===== src/rtl/fpnew_issue_pkg.sv =====
// fpnew_issue_pkg
//   Shared types for the FPU issue controller: local copies of the fpnew
//   operation, rounding-mode, format and status encodings. These keep the
//   slice self-contained and carry the same bit encodings as the fpnew enums.
//   The package also defines the reorder-slot entry, the tag-width helper and
//   the performance-counter width.
//   Optional feature macro used by the controller: FPNEW_ISSUE_PERF_EN.
package fpnew_issue_pkg;

  typedef enum logic [3:0] {
    FMADD, FNMSUB, ADD, MUL, DIV, SQRT, SGNJ, MINMAX,
    CMP, CLASSIFY, F2F, F2I, I2F, CPKAB, CPKCD
  } operation_e;

  typedef enum logic [2:0] {
    RNE = 3'b000,
    RTZ = 3'b001,
    RDN = 3'b010,
    RUP = 3'b011,
    RMM = 3'b100,
    ROD = 3'b101,
    DYN = 3'b111
  } roundmode_e;

  typedef enum logic [2:0] {
    FP32    = 3'd0,
    FP64    = 3'd1,
    FP16    = 3'd2,
    FP8     = 3'd3,
    FP16ALT = 3'd4
  } fp_format_e;

  typedef struct packed {
    logic nv;
    logic dz;
    logic of;
    logic uf;
    logic nx;
  } status_t;

  // Slot storage is sized for the widest supported datapath. Narrower
  // builds zero-extend on write, so the unused upper bits hold constants.
  localparam int MAX_WIDTH = 64;

  typedef struct packed {
    logic [MAX_WIDTH-1:0] result;
    status_t              status;
  } rob_entry_t;

  localparam int PERF_W = 32;

  function automatic int tag_width(input int num_tags);
    return (num_tags > 1) ? $clog2(num_tags) : 1;
  endfunction

endpackage


===== src/rtl/fpnew_issue_rob.sv =====
// fpnew_issue_rob
//   Reorder buffer for the FPU issue controller. Slots are allocated in
//   order at issue (tail). Results may be written back out of order by tag.
//   Slots retire in order from head once their result is present.
//   Ports:
//     clk, rst      clock, synchronous active-high reset (also clears err)
//     flush         drops all in-flight slots; err is kept
//     issue         allocate slot at tail
//     retire        free slot at head (caller guarantees head_done)
//     res_valid/res_tag/res_entry  tagged result write-back
//     tail          tag for the next issue
//     count         allocated slots
//     full          count == NUM_TAGS
//     head_done/head_entry  in-order output slot
//     err           sticky: result for a slot not awaiting one
module fpnew_issue_rob
  import fpnew_issue_pkg::*;
#(
  parameter int NUM_TAGS = 4,
  parameter int TAG_W    = 2
) (
  input  logic             clk,
  input  logic             rst,
  input  logic             flush,
  input  logic             issue,
  input  logic             retire,
  input  logic             res_valid,
  input  logic [TAG_W-1:0] res_tag,
  input  rob_entry_t       res_entry,
  output logic [TAG_W-1:0] tail,
  output logic [TAG_W:0]   count,
  output logic             full,
  output logic             head_done,
  output rob_entry_t       head_entry,
  output logic             err
);

  localparam int CNT_W = TAG_W + 1;

  logic [NUM_TAGS-1:0] alloc;
  logic [NUM_TAGS-1:0] done;
  logic [TAG_W-1:0]    head;
  rob_entry_t          slots [NUM_TAGS];
  logic                res_ok;
  logic                capture;

  // A result is accepted only for a slot that was issued and is still waiting.
  // Results that arrive while a flush or reset is active are dropped silently.
  assign res_ok  = alloc[res_tag] & ~done[res_tag];
  assign capture = res_valid & res_ok & ~rst & ~flush;

  assign full       = (count == CNT_W'(NUM_TAGS));
  assign head_done  = done[head];
  assign head_entry = slots[head];

  always_ff @(posedge clk) begin
    if (rst) begin
      alloc <= '0;
      done  <= '0;
      head  <= '0;
      tail  <= '0;
      count <= '0;
      err   <= 1'b0;
    end else if (flush) begin
      alloc <= '0;
      done  <= '0;
      head  <= '0;
      tail  <= '0;
      count <= '0;
    end else begin
      // The tail slot is always free when issue is allowed, and the head slot
      // is never the tail while it retires. The two updates therefore never
      // touch the same index.
      if (issue) begin
        alloc[tail] <= 1'b1;
        done[tail]  <= 1'b0;
        tail        <= tail + TAG_W'(1);
      end
      if (retire) begin
        alloc[head] <= 1'b0;
        done[head]  <= 1'b0;
        head        <= head + TAG_W'(1);
      end
      if (capture) begin
        done[res_tag] <= 1'b1;
      end
      if (res_valid && !res_ok) begin
        err <= 1'b1;
      end
      count <= count + CNT_W'(issue) - CNT_W'(retire);
    end
  end

  // Payload storage needs no reset; done[] gates every read of it.
  always_ff @(posedge clk) begin
    if (capture) begin
      slots[res_tag] <= res_entry;
    end
  end

endmodule


===== src/rtl/fpnew_issue_ctrl.sv =====
// fpnew_issue_ctrl
//   Initiator side of the fpnew_top handshake. The block tags core FP
//   requests and issues them. Tagged results may return out of order and are
//   handed back to the core in issue order.
//   Ports:
//     clk_i, rst_i                      clock, synchronous active-high reset
//     req_*                             core request (valid/ready, operands, op fields)
//     rsp_*                             in-order result to the core (valid/ready, result, status)
//     fpu_valid_o/fpu_ready_i/fpu_tag_o issue handshake to fpnew_top
//     fpu_operands_o, fpu_op_o ...      request fields passed straight through
//     fpu_result_*                      result handshake from fpnew_top (never back-pressured)
//     flush_i/fpu_flush_o               abort everything in flight
//     busy_o                            any slot allocated or a result arriving
//     err_o                             sticky: result with an unallocated tag
//   Optional: define FPNEW_ISSUE_PERF_EN to add perf_issued_o / perf_stall_o.
module fpnew_issue_ctrl
  import fpnew_issue_pkg::*;
#(
  parameter  int WIDTH    = 16,
  parameter  int NUM_TAGS = 4,
  localparam int TAG_W    = tag_width(NUM_TAGS)
) (
  input  logic               clk_i,
  input  logic               rst_i,
  input  logic               req_valid_i,
  output logic               req_ready_o,
  input  logic [3*WIDTH-1:0] req_operands_i,
  input  operation_e         req_op_i,
  input  roundmode_e         req_rnd_mode_i,
  input  logic               req_op_mod_i,
  input  fp_format_e         req_src_fmt_i,
  input  fp_format_e         req_dst_fmt_i,
  output logic               rsp_valid_o,
  input  logic               rsp_ready_i,
  output logic [WIDTH-1:0]   rsp_result_o,
  output status_t            rsp_status_o,
  output logic               fpu_valid_o,
  input  logic               fpu_ready_i,
  output logic [TAG_W-1:0]   fpu_tag_o,
  output logic [3*WIDTH-1:0] fpu_operands_o,
  output operation_e         fpu_op_o,
  output roundmode_e         fpu_rnd_mode_o,
  output logic               fpu_op_mod_o,
  output fp_format_e         fpu_src_fmt_o,
  output fp_format_e         fpu_dst_fmt_o,
  input  logic               fpu_result_valid_i,
  output logic               fpu_result_ready_o,
  input  logic [WIDTH-1:0]   fpu_result_i,
  input  status_t            fpu_status_i,
  input  logic [TAG_W-1:0]   fpu_tag_i,
  input  logic               flush_i,
  output logic               fpu_flush_o,
  output logic               busy_o,
`ifdef FPNEW_ISSUE_PERF_EN
  output logic [PERF_W-1:0]  perf_issued_o,
  output logic [PERF_W-1:0]  perf_stall_o,
`endif
  output logic               err_o
);

  logic             issue;
  logic             retire;
  logic             full;
  logic             head_done;
  logic [TAG_W:0]   count;
  logic [TAG_W-1:0] tail;
  rob_entry_t       res_entry;
  rob_entry_t       head_entry;

  // fpu_valid_o is built only from core-side state so fpnew_top's
  // combinational ready cannot close a loop back through it.
  assign fpu_valid_o = req_valid_i & ~full & ~flush_i & ~rst_i;
  assign req_ready_o = fpu_valid_o & fpu_ready_i;
  assign issue       = req_ready_o;
  assign fpu_tag_o   = tail;

  assign fpu_operands_o = req_operands_i;
  assign fpu_op_o       = req_op_i;
  assign fpu_rnd_mode_o = req_rnd_mode_i;
  assign fpu_op_mod_o   = req_op_mod_i;
  assign fpu_src_fmt_o  = req_src_fmt_i;
  assign fpu_dst_fmt_o  = req_dst_fmt_i;

  // Every outstanding op already owns a slot, so results are always accepted.
  assign fpu_result_ready_o = 1'b1;
  assign fpu_flush_o        = flush_i;

  assign res_entry.result = MAX_WIDTH'(fpu_result_i);
  assign res_entry.status = fpu_status_i;

  assign rsp_valid_o  = head_done;
  assign rsp_result_o = head_entry.result[WIDTH-1:0];
  assign rsp_status_o = head_entry.status;
  assign retire       = rsp_valid_o & rsp_ready_i;

  assign busy_o = (count != '0) | fpu_result_valid_i;

  fpnew_issue_rob #(
    .NUM_TAGS (NUM_TAGS),
    .TAG_W    (TAG_W)
  ) u_rob (
    .clk        (clk_i),
    .rst        (rst_i),
    .flush      (flush_i),
    .issue      (issue),
    .retire     (retire),
    .res_valid  (fpu_result_valid_i),
    .res_tag    (fpu_tag_i),
    .res_entry  (res_entry),
    .tail       (tail),
    .count      (count),
    .full       (full),
    .head_done  (head_done),
    .head_entry (head_entry),
    .err        (err_o)
  );

`ifdef FPNEW_ISSUE_PERF_EN
  // Free-running event counters. They wrap naturally, and only reset clears them.
  always_ff @(posedge clk_i) begin
    if (rst_i) begin
      perf_issued_o <= '0;
      perf_stall_o  <= '0;
    end else begin
      if (issue) begin
        perf_issued_o <= perf_issued_o + PERF_W'(1);
      end
      if (req_valid_i && !req_ready_o) begin
        perf_stall_o <= perf_stall_o + PERF_W'(1);
      end
    end
  end
`endif

endmodule

===== config.mk =====
export PLATFORM = sky130hd
export DESIGN_NAME = fpnew_issue_ctrl
export DESIGN_NICKNAME = d
export VERILOG_FILES = /design/src/rtl/fpnew_issue_pkg.sv /design/src/rtl/fpnew_issue_rob.sv /design/src/rtl/fpnew_issue_ctrl.sv
export SDC_FILE = /design/constraint.sdc
export NUM_CORES = 1
export LEC_CHECK = 0
export ABC_CLOCK_PERIOD_IN_PS = 6860
export BUFFER_PORTS_ARGS = -buffer_cell sky130_fd_sc_hd__clkbuf_2
export CORE_ASPECT_RATIO = 1.5
export CORE_MARGIN = 1.5
export CORE_UTILIZATION = 45
export CTS_CLUSTER_SIZE = 8
export DETAILED_ROUTE_END_ITERATION = 6
export PLACE_DENSITY_LB_ADDON = 0.05
export SYNTH_ARGS = -nofsm -noshare
export SYNTH_HDL_FRONTEND = slang
export SYNTH_SLANG_ARGS = --single-unit

===== constraint.sdc =====
create_clock -name clk_i -period 6.86 [get_ports clk_i]
set_input_delay 1.029 -clock clk_i [delete_from_list [all_inputs] [get_ports clk_i]]
set_output_delay 1.029 -clock clk_i [all_outputs]
set_load 0.1 [all_outputs]

==> results by group, run 1 <==
Yosys
  – Avg Cell Area, Syn: 16.2 um^2
  – Library cells used by synthesis: 32
  – Gate Count Post-Synth: 280
  – Syn. warnings: 0
  – Share of the yosys chip area belonging to registers: 63.4%
  – Post-synth design cell area: 4550 um^2
  – Yosys reg bits: 102
  – Syn_nets: 383

CTS
  – CTS clk-pin slew, worst paths: 0.06 ns
  – Setup Buffers After CTS: 0
  – CTS Hold Bufs: 0
  – TritonCTS clock tree: yes
  – Clock Tree Buf Depth: 2
  – # H-tree levels: 3
  – # clock sinks: 102
  – Clk_lat worst skew: 0.34 ns
  – Cts repair resizes: 0
  – CTS buffer count: 9
  – CTS root buffer: clkbuf_16

Floorplan
  – DIE WIDTH: 85.1 um
  – Core area: 9740 um^2
  – I/O pin cnt: 184
  – Initial core utilization: 46.6%
  – Number of core rows: 44
  – Die area: 10700 um^2
  – Die H: 126 um

Power and ir drop
  – Leakage: 0.00167 uW
  – Max VDD drop: 0.000122 V
  – PD cells: 255 nW/um^2
  – Total Power: 1230 uW

Global route
  – Number of global-route vias before repair: 2380
  – Antenna violations before repair: 0
  – GRT overflow: 0
  – Total GRT Usage: 16.5%
  – Largest net degree at the start of global routing: 22
  – First-pass GRT wire length: 12.8 mm

STA
  – Final min period: 3.43 ns
  – Setup_tns: 0 ns
  – Max_slew headroom: 36.2%
  – Worst hold slack: 0.476 ns
  – Slew Limit Fails: 0
  – Final Hold Vio Count: 0
  – Final setup fails: 0
  – Fin crit share: 50.0%
  – Worst-margin pin slew: 0.948 ns
  – RSZ-0062 raised after global routing: false
  – Setup Skew: 0.00644 ns
  – Fmax: 0.292 GHz

Drt
  – Starting DRT DRC Count: 97
  – Via count: 2255
  – First-pass DRT Iterations: 6
  – Vias per Instance: 5.60
  – Post-DRT Antenna Nets: 0
  – # DRC: 6
  – Drt total wl: 8.23 mm
  – Drt wl/cell: 20.4 um

Status
  – Failing checks: DRC
  – Outcome: finished with violations

Worst setup path
  – Crit Path Category: in -> out
  – Crit-path max FO: 10
  – Reg2reg start: u_rob.head[0]
  – End point of the critical path: fpu_valid_o
  – CP Data Required Time: 5.83 ns
  – Setup crit end kind: output port
  – Worst Setup Start Kind: primary input
  – Worst R2R End: u_rob.count[2]
  – Flop-to-flop setup slack: 4.14 ns
  – Critical path's top delay family: simple AND/OR/NAND/NOR gates
  – R2R cell count: 9
  – CP startpoint: flush_i
  – Bufs and invs on worst path: 2
  – Worst path most repeated cell: clkbuf_2
  – Worst EP arrival: 2.40 ns
  – Crit. path cell count: 4
  – CP peak stage delay: 0.56 ns
  – Crit-path cells: clkbuf_2 > nor2_1 > and3_1 > clkbuf_2
  – Slowest stage cell, crit path: nor2_1

Final layout
  – Commonest non-fill, non-tap cells in the layout: edfxtp_1 (84), clkbuf_2 (58), mux4_2 (23), dfxtp_1 (17), inv_1 (16)
  – Final net count: 386
  – Antenna diode count: 0
  – Fin util: 49.6%
  – Area grow syn2layout: 6.39%
  – Commonest non-fill, non-tap cell in the layout: edfxtp_1
  – Share of cells above drive strength 1: 38.5%
  – Design Area, Final: 4840 um^2
  – Fill cell count: 831

Place
  – Post-DP HPWL: 5.47 mm
  – Input/output buffers: 58
  – Final GP Congestion: 0.743
  – Cell Area, Placed: 4530 um^2

Worst hold path
  – Hold WC Path Type: reg -> reg

Flow run
  – Max-Cap Viols: 0
[cell usage after synthesis]
cell        n  area (um^2)
nand4bb_1   1         11.3
or3b_1      2         17.5
or4_1       1         7.51
buf_4      64          480
a21oi_1     3         15.0
mux2i_1     3         30.0
buf_2       2         10.0
nor2_1      3         11.3
nor4_1      4         25.0
nand3_1    11         55.1
a221oi_2    4         60.1
and3_1      1         6.26
dfxtp_1    18          360
a32o_1      1         10.0
mux4_2     23          518
buf_6       1         11.3
edfxtp_1   84         2520
and4bb_2    1         12.5
fa_1        1         20.0
xnor2_1     2         17.5
clkbuf_1    4         15.0
and2_1      2         12.5
nand2b_1    4         25.0
or2_2       1         6.26
inv_1      16         60.1
nor3b_1     1         7.51
o311a_1     2         20.0
ha_1       10          125
conb_1      1         3.75
a41o_1      4         40.0
o21ai_0     4         20.0
and2_4      1         8.76
[metrics by stage]
step                instances  worst slack, ns
detailed placement        387             3.45
global route              403             3.28
CTS                       403             3.44
finish                    403             3.43
global placement          387             3.45
floorplan                 280             2.77
[cell type report]
class / count / area [um^2] / share of cell area, %
timing repair buffer: 63 / 328 / 6.78
multi-input combinational: 91 / 1110 / 23.0
tap: 115 / 144 / 2.98
inverter: 16 / 60.1 / 1.24
clock inverter: 4 / 72.6 / 1.50
sequential: 102 / 2880 / 59.6
clock buffer: 12 / 236 / 4.89
[worst register-to-register path, delay by kind of cell, from the launching register on]
kind,cells,cell delay [ns]
fa+ha+maj,3,0.85
simple gates,2,0.30
xor+xnor,2,0.31
mux,1,0.65
buf+inv,1,0.04
flops,1,0.46
[worst min-delay path by stage]
| stage | endpoint | start | depth (start not counted) | slack (ns) |
|---|---|---|---|---|
| floorplan | u_rob.alloc[0] | u_rob.alloc[0] | 2 | 0.45 |
| global placement | u_rob.alloc[3] | u_rob.alloc[3] | 2 | 0.46 |
| detailed placement | u_rob.alloc[3] | u_rob.alloc[3] | 2 | 0.47 |
| CTS | u_rob.alloc[2] | u_rob.alloc[2] | 2 | 0.48 |
| global route | u_rob.alloc[2] | u_rob.alloc[2] | 2 | 0.50 |
| finish | u_rob.alloc[2] | u_rob.alloc[2] | 2 | 0.48 |
[flip-flops by register name, summed over array words and instances, names as in the netlist, named ones only]
name / count
u_rob.head: 2
u_rob.done: 4
u_rob.err: 1
u_rob.alloc: 4
u_rob.count: 3
u_rob.slots: 84
u_rob.tail: 2
[logic make-up (layout without fill, tap and decap cells)]
logic type               Yosys count  after routing  synth area share (%)
flip-flops                       102            102                  63.4
buffers and inverters             87             95                  12.7
AND/OR/NAND/NOR                   33             33                  4.54
multiplexers                      26             26                  12.1
AO/OA/AOI/OAI                     18             18                  3.63
adder cells (fa/ha/maj)           11             11                  3.19
XOR/XNOR                           2              2                 0.385
other                              1              1                0.0825
[per-layer routing]
layer,up-vias,global-route usage (%),wire [um]
li1,1009,-,-
met4,4,8.58,218
met3,28,7.73,708
met5,-,6.70,92
met2,102,25.7,4040
met1,1112,18.1,3170
[report_power, final]
group          leakage [uW]  internal, uW  switching (uW)
Clock              0.000147           319             205
Sequential         0.000900           669           0.564
Combinational      0.000623          9.76            29.3
Power figures use the tool's default switching activity.
==> inputs of run 2 (changes only) <==
--- a/config.mk
+++ b/config.mk
@@ -5,7 +5,7 @@
 export SDC_FILE = /design/constraint.sdc
 export NUM_CORES = 1
 export LEC_CHECK = 0
-export ABC_CLOCK_PERIOD_IN_PS = 6860
+export ABC_CLOCK_PERIOD_IN_PS = 3400
 export BUFFER_PORTS_ARGS = -buffer_cell sky130_fd_sc_hd__clkbuf_2
 export CORE_ASPECT_RATIO = 1.5
 export CORE_MARGIN = 1.5
==> constraint.sdc (replaced) <==
create_clock -name clk_i -period 3.4 [get_ports clk_i]
set_input_delay 0.51 -clock clk_i [delete_from_list [all_inputs] [get_ports clk_i]]
set_output_delay 0.51 -clock clk_i [all_outputs]
set_load 0.1 [all_outputs]
==> run 2 against run 1 <==
  * The flow still finishes with violations (DRC)
  * Flip-flop and latch count unchanged
  * Setup slack lost 2.7 ns
  * Sequential share of layout area decreased by 0.15 points
  * Critical endpoint is now u_rob.count[2]
==> results by group, run 2 (same netlist as run 1, synthesis figures left out) <==
Drt
  – Post-DRT Antenna Nets: 0
  – # DRC: 6
  – Drt total wl: 8.20 mm
  – Via count: 2227
  – Vias per Instance: 5.49
  – Starting DRT DRC Count: 120
  – First-pass DRT Iterations: 6
  – Drt wl/cell: 20.2 um

STA
  – RSZ-0062 raised after global routing: false
  – Final Hold Vio Count: 0
  – Final worst slack: 0.743 ns
  – Worst-margin pin slew: 0.563 ns
  – Final setup fails: 0
  – Fmax: 0.376 GHz
  – Max_slew headroom: 62.6%
  – Final min period: 2.66 ns
  – Setup_tns: 0 ns
  – Slew Limit Fails: 0
  – Fin crit share: 78.2%
  – Setup Skew: 0.00801 ns

Place
  – Dpl ws: 0.753 ns
  – Final GP Congestion: 0.714
  – Input/output buffers: 58
  – Post-DP HPWL: 5.49 mm

CTS
  – CTS buffer count: 9
  – # clock sinks: 102
  – Cts repair resizes: 0
  – Clock Tree Buf Depth: 2
  – TritonCTS clock tree: yes
  – CTS clk-pin slew, worst paths: 0.07 ns
  – CTS Hold Bufs: 0
  – Clk_lat worst skew: 0.34 ns
  – # H-tree levels: 3
  – Setup Buffers After CTS: 0
  – CTS root buffer: clkbuf_16

Global route
  – Antenna violations before repair: 0
  – GRT overflow: 0
  – Total GRT Usage: 16.2%
  – First-pass GRT wire length: 12.7 mm
  – Number of global-route vias before repair: 2313
  – Largest net degree at the start of global routing: 23

Worst setup path
  – R2R cell count: 9
  – Crit-path max FO: 7
  – Worst Setup Start Kind: flop
  – CP Data Required Time: 3.63 ns
  – Worst EP arrival: 2.88 ns
  – Setup crit end kind: flop
  – Crit Path Category: reg -> reg

Power and ir drop
  – Sw Ratio: 20.3%
  – Reg power frac: 55.5%
  – Clock power share: 41.2%
  – Total Power: 2430 uW
  – Leakage: 0.00168 uW
  – Max VDD drop: 0.000239 V
  – P_int: 1940 uW
  – Logic pwr share: 3.3%
  – PD cells: 502 nW/um^2
  – Psw: 493 uW

Worst hold path
  – Hold Path Depth: 1
  – Hold WC Path Type: in -> reg

Floorplan
  – I/O pin cnt: 184
  – Die area: 10700 um^2
  – Core area: 9740 um^2
  – Number of core rows: 44
  – Die H: 126 um
  – Initial core utilization: 46.6%
  – DIE WIDTH: 85.1 um

Final layout
  – Antenna diode count: 0
  – Reg with most FFs: u_rob.slots
  – Max reg flops: 84
  – Multi-input logic area: 1110 um^2
  – Commonest non-fill, non-tap cells in the layout: edfxtp_1 (84), clkbuf_2 (58), mux4_2 (23), dfxtp_1 (17), inv_1 (16)
  – Final net count: 389
  – Fill cell count: 831
  – Sequential cell area: 2880 um^2
  – Share of cells above drive strength 1: 39.9%
  – Area grow syn2layout: 6.66%
  – Commonest non-fill, non-tap cell in the layout: edfxtp_1
  – Largest regs: u_rob.slots: 84 flops, u_rob.alloc: 4 flops, u_rob.done: 4 flops

Status
  – Failing checks: DRC
  – Outcome: finished with violations

Flow run
  – Max-Cap Viols: 0
## run 2: worst max-delay path: stages, from the launching register on
cell and delay [ns]:
dfxtp_1 0.45, mux4_2 0.62, and2_4 0.23, ha_1 0.27, inv_1 0.04, ha_1 0.20, fa_1 0.37, xnor2_1 0.17
xnor2_1 0.13, nor2_1 0.05
## run 2: path summary, 6_finish.rpt
| path | start | end | slack [ns] |
|---|---|---|---|
| max | u_rob.head[0] | u_rob.count[2] | 0.74 |
| min reg2reg | u_rob.alloc[1] | u_rob.alloc[1] | 0.48 |
| max reg2reg | u_rob.head[0] | u_rob.count[2] | 0.74 |
| min | fpu_status_i[4] | u_rob.slots[2][4] | 0.38 |
## run 2: layout make-up
class	instances	area share [%]
flip-flops and latches	102	59.5
clock buffers	9	4.65
multi-input cells	91	22.9
well taps	115	2.97
clock inverters	7	1.52
inverters	16	1.24
repair buffers	66	7.23
## run 2: per-layer routing
layer / vias up / global-route usage (%) / share of wire (%)
met5: - / 6.70 / 1.1
met4: 4 / 8.10 / 2.3
met3: 29 / 7.08 / 8.4
met2: 99 / 27.3 / 52
met1: 1092 / 16.6 / 36
li1: 1003 / - / -
## run 2: power groups by stage
stage / clock, uW / combinational, uW / sequential [uW]
after floorplan: 0 / 380 / 1390
after global placement: 0 / 78.4 / 1380
after detailed placement: 0 / 80.0 / 1380
after CTS: 1040 / 80.2 / 1350
after global routing: 1080 / 85.3 / 1350
final: 1000 / 79.3 / 1350
## run 2: through the flow
step                util (%)  std cells  cell area (um^2)  hold WS, ns
floorplan                  -        280              4550        0.450
global placement        46.7        390              4550        0.454
detailed placement      46.7        390              4550        0.466
CTS                     49.8        406              4850        0.376
global route            49.8        406              4850        0.383
finish                  49.8        406              4850        0.382
==> inputs of run 3 (changes only) <==
--- a/config.mk
+++ b/config.mk
@@ -5,11 +5,11 @@
 export SDC_FILE = /design/constraint.sdc
 export NUM_CORES = 1
 export LEC_CHECK = 0
-export ABC_CLOCK_PERIOD_IN_PS = 3400
+export ABC_CLOCK_PERIOD_IN_PS = 2400
 export BUFFER_PORTS_ARGS = -buffer_cell sky130_fd_sc_hd__clkbuf_2
 export CORE_ASPECT_RATIO = 1.5
 export CORE_MARGIN = 1.5
-export CORE_UTILIZATION = 45
+export CORE_UTILIZATION = 44
 export CTS_CLUSTER_SIZE = 8
 export DETAILED_ROUTE_END_ITERATION = 6
 export PLACE_DENSITY_LB_ADDON = 0.05
==> constraint.sdc (replaced) <==
create_clock -name clk_i -period 2.4 [get_ports clk_i]
set_input_delay 0.36 -clock clk_i [delete_from_list [all_inputs] [get_ports clk_i]]
set_output_delay 0.36 -clock clk_i [all_outputs]
set_load 0.1 [all_outputs]
==> run 3 against run 2 <==
  * The run now ends clean
  * Global-route usage increased by 0.39 points
  * Combinational power rose by 49%
  * Total power up 44%
  * Non-clock buffer count is 5 higher
  * Hold slack got worse by 0.15 ns
  * Critical path depth stayed put
  * Critical path type unchanged
  * Largest power group unchanged
  * Highest routed layer is now met4
==> results by group, run 3 (same netlist as run 1, synthesis figures left out) <==
Status
  – Outcome: finished, final reports clean

Flow run
  – Max-Cap Viols: 0

STA
  – Final Hold Vio Count: 0
  – Fmax: 0.428 GHz
  – Max_slew headroom: 62.4%
  – RSZ-0062 raised after global routing: false
  – Worst-margin pin slew: 0.567 ns
  – Setup_tns: 0 ns
  – Slew Limit Fails: 0
  – Setup Skew: 0.00509 ns
  – Fin crit share: 97.4%
  – Final setup fails: 0
  – Final min period: 2.34 ns

Drt
  – # DRC: 0
  – Vias per Instance: 5.51
  – Post-DRT Antenna Nets: 0
  – Drt wl/cell: 20.1 um
  – First-pass DRT Iterations: 4
  – Via count: 2277
  – Starting DRT DRC Count: 115
  – Drt total wl: 8.30 mm

Power and ir drop
  – PD cells: 655 nW/um^2
  – Max VDD drop: 0.000384 V
  – Leakage: 0.00186 uW

Floorplan
  – Initial core utilization: 45.1%
  – I/O pin cnt: 184
  – Die H: 127 um
  – Die area: 11000 um^2
  – DIE WIDTH: 86.0 um
  – Number of core rows: 45
  – Core area: 10100 um^2

CTS
  – # H-tree levels: 3
  – CTS root buffer: clkbuf_16
  – # clock sinks: 102
  – Setup Buffers After CTS: 0
  – Clock Tree Buf Depth: 2
  – TritonCTS clock tree: yes
  – CTS buffer count: 9
  – Cts repair resizes: 0
  – CTS clk-pin slew, worst paths: 0.06 ns
  – CTS Hold Bufs: 0
  – Clk_lat worst skew: 0.34 ns

Worst setup path
  – Flop-to-flop setup slack: 0.06 ns
  – Crit-path max FO: 5
  – CP Data Required Time: 2.63 ns
  – Reg2reg start: u_rob.head[0]
  – Worst Setup Start Kind: flop
  – Crit Path Category: reg -> reg
  – Worst R2R End: u_rob.count[2]
  – Worst EP arrival: 2.56 ns
  – Setup crit end kind: flop
  – R2R cell count: 9

Global route
  – Grt met1 use: 16.1%
  – First-pass GRT wire length: 13.0 mm
  – Global routing's busiest layer: met2
  – Number of global-route vias before repair: 2440
  – Total GRT Usage: 16.6%
  – Antenna violations before repair: 0
  – GRT overflow: 0
  – Met2 usage: 30.4%
  – Largest net degree at the start of global routing: 23
  – Met3 usage: 5.68%

Final layout
  – Commonest non-fill, non-tap cell in the layout: edfxtp_1
  – Reg with most FFs: u_rob.slots
  – Commonest non-fill, non-tap cells in the layout: edfxtp_1 (84), clkbuf_2 (37), buf_12 (25), mux4_2 (23), dfxtp_1 (16)
  – Area grow syn2layout: 17.6%
  – Max reg flops: 84
  – Fill cell count: 779
  – Antenna diode count: 0
  – Design Area, Final: 5340 um^2
  – Final net count: 394
  – Share of cells above drive strength 1: 42.9%
  – Largest regs: u_rob.slots: 84 flops, u_rob.alloc: 4 flops, u_rob.done: 4 flops

Place
  – Cell Area, Placed: 5030 um^2
  – Input/output buffers: 58
  – Final GP Congestion: 0.777
  – Post-DP HPWL: 5.84 mm

Worst hold path
  – Hold WC Path Type: in -> reg
  – Hold Path Depth: 1
  – Hold_sp: fpu_result_i[8]
  – Hold Path End: u_rob.slots[2][13]
run 3: cell count changes in the layout (fill, tap and decap cells not counted), sizes merged:
cell,change
buf,+26
clkbuf,-16
clkinvlp,-3
clkinv,-1
inv,-1
run 3: critical path, cell delays in order, from the launching register on:
cell and delay [ns]:
dfxtp_4 0.38, mux4_2 0.51, and2_4 0.17, ha_4 0.26
inv_2 0.04, ha_4 0.15, fa_2 0.36, xnor2_2 0.15
xnor2_1 0.16, nor2_1 0.05
run 3: worst max-delay path by stage:
stage	startpoint	endpoint	slack [ns]	depth (start not counted)
global route	u_rob.head[0]	u_rob.count[2]	0.004	9
CTS	u_rob.head[0]	u_rob.count[2]	0.05	9
floorplan	u_rob.head[0]	u_rob.count[2]	-0.38	10
detailed placement	u_rob.head[0]	u_rob.count[2]	0.07	9
global placement	u_rob.head[0]	u_rob.count[2]	0.08	9
finish	u_rob.head[0]	u_rob.count[2]	0.06	9
run 3: layout make-up:
type / count / area (um^2) / share of cell area, %
Sequential cell: 102 / 2890 / 54.0
Tap cell: 117 / 146 / 2.74
Timing Repair Buffer: 71 / 753 / 14.1
Clock inverter: 2 / 38.8 / 0.726
Inverter: 16 / 60.1 / 1.12
Multi-Input combinational cell: 91 / 1180 / 22.1
Clock buffer: 14 / 274 / 5.13
run 3: metrics by stage:
step           cells  util [%]  power (uW)  hold WS [ns]  setup slack [ns]
3_3_place_gp     397      49.9        2070         0.456            0.0793
3_5_place_dp     397      49.9        2070         0.462            0.0672
4_1_cts          413      53.0        3550         0.224            0.0540
2_1_floorplan    280         -        2510         0.450            -0.382
6_report         413      53.0        3500         0.237            0.0633
5_1_grt          413      53.0        3610         0.238           0.00409
run 3: layer usage:
metal | vias to the layer above | part of all wire [%]
met5 | - | 0
met4 | 0 | 2.8
met3 | 26 | 6.3
met2 | 108 | 56
met1 | 1131 | 35
li1 | 1012 | -
run 3: report_power, final:
part / leakage (uW) / switching [uW] / internal, uW
sequential: 0.000901 / 1.49 / 1910
clock: 0.000153 / 571 / 896
combinational: 0.000804 / 87.8 / 30.4
total: 0.00186 / 660 / 2840
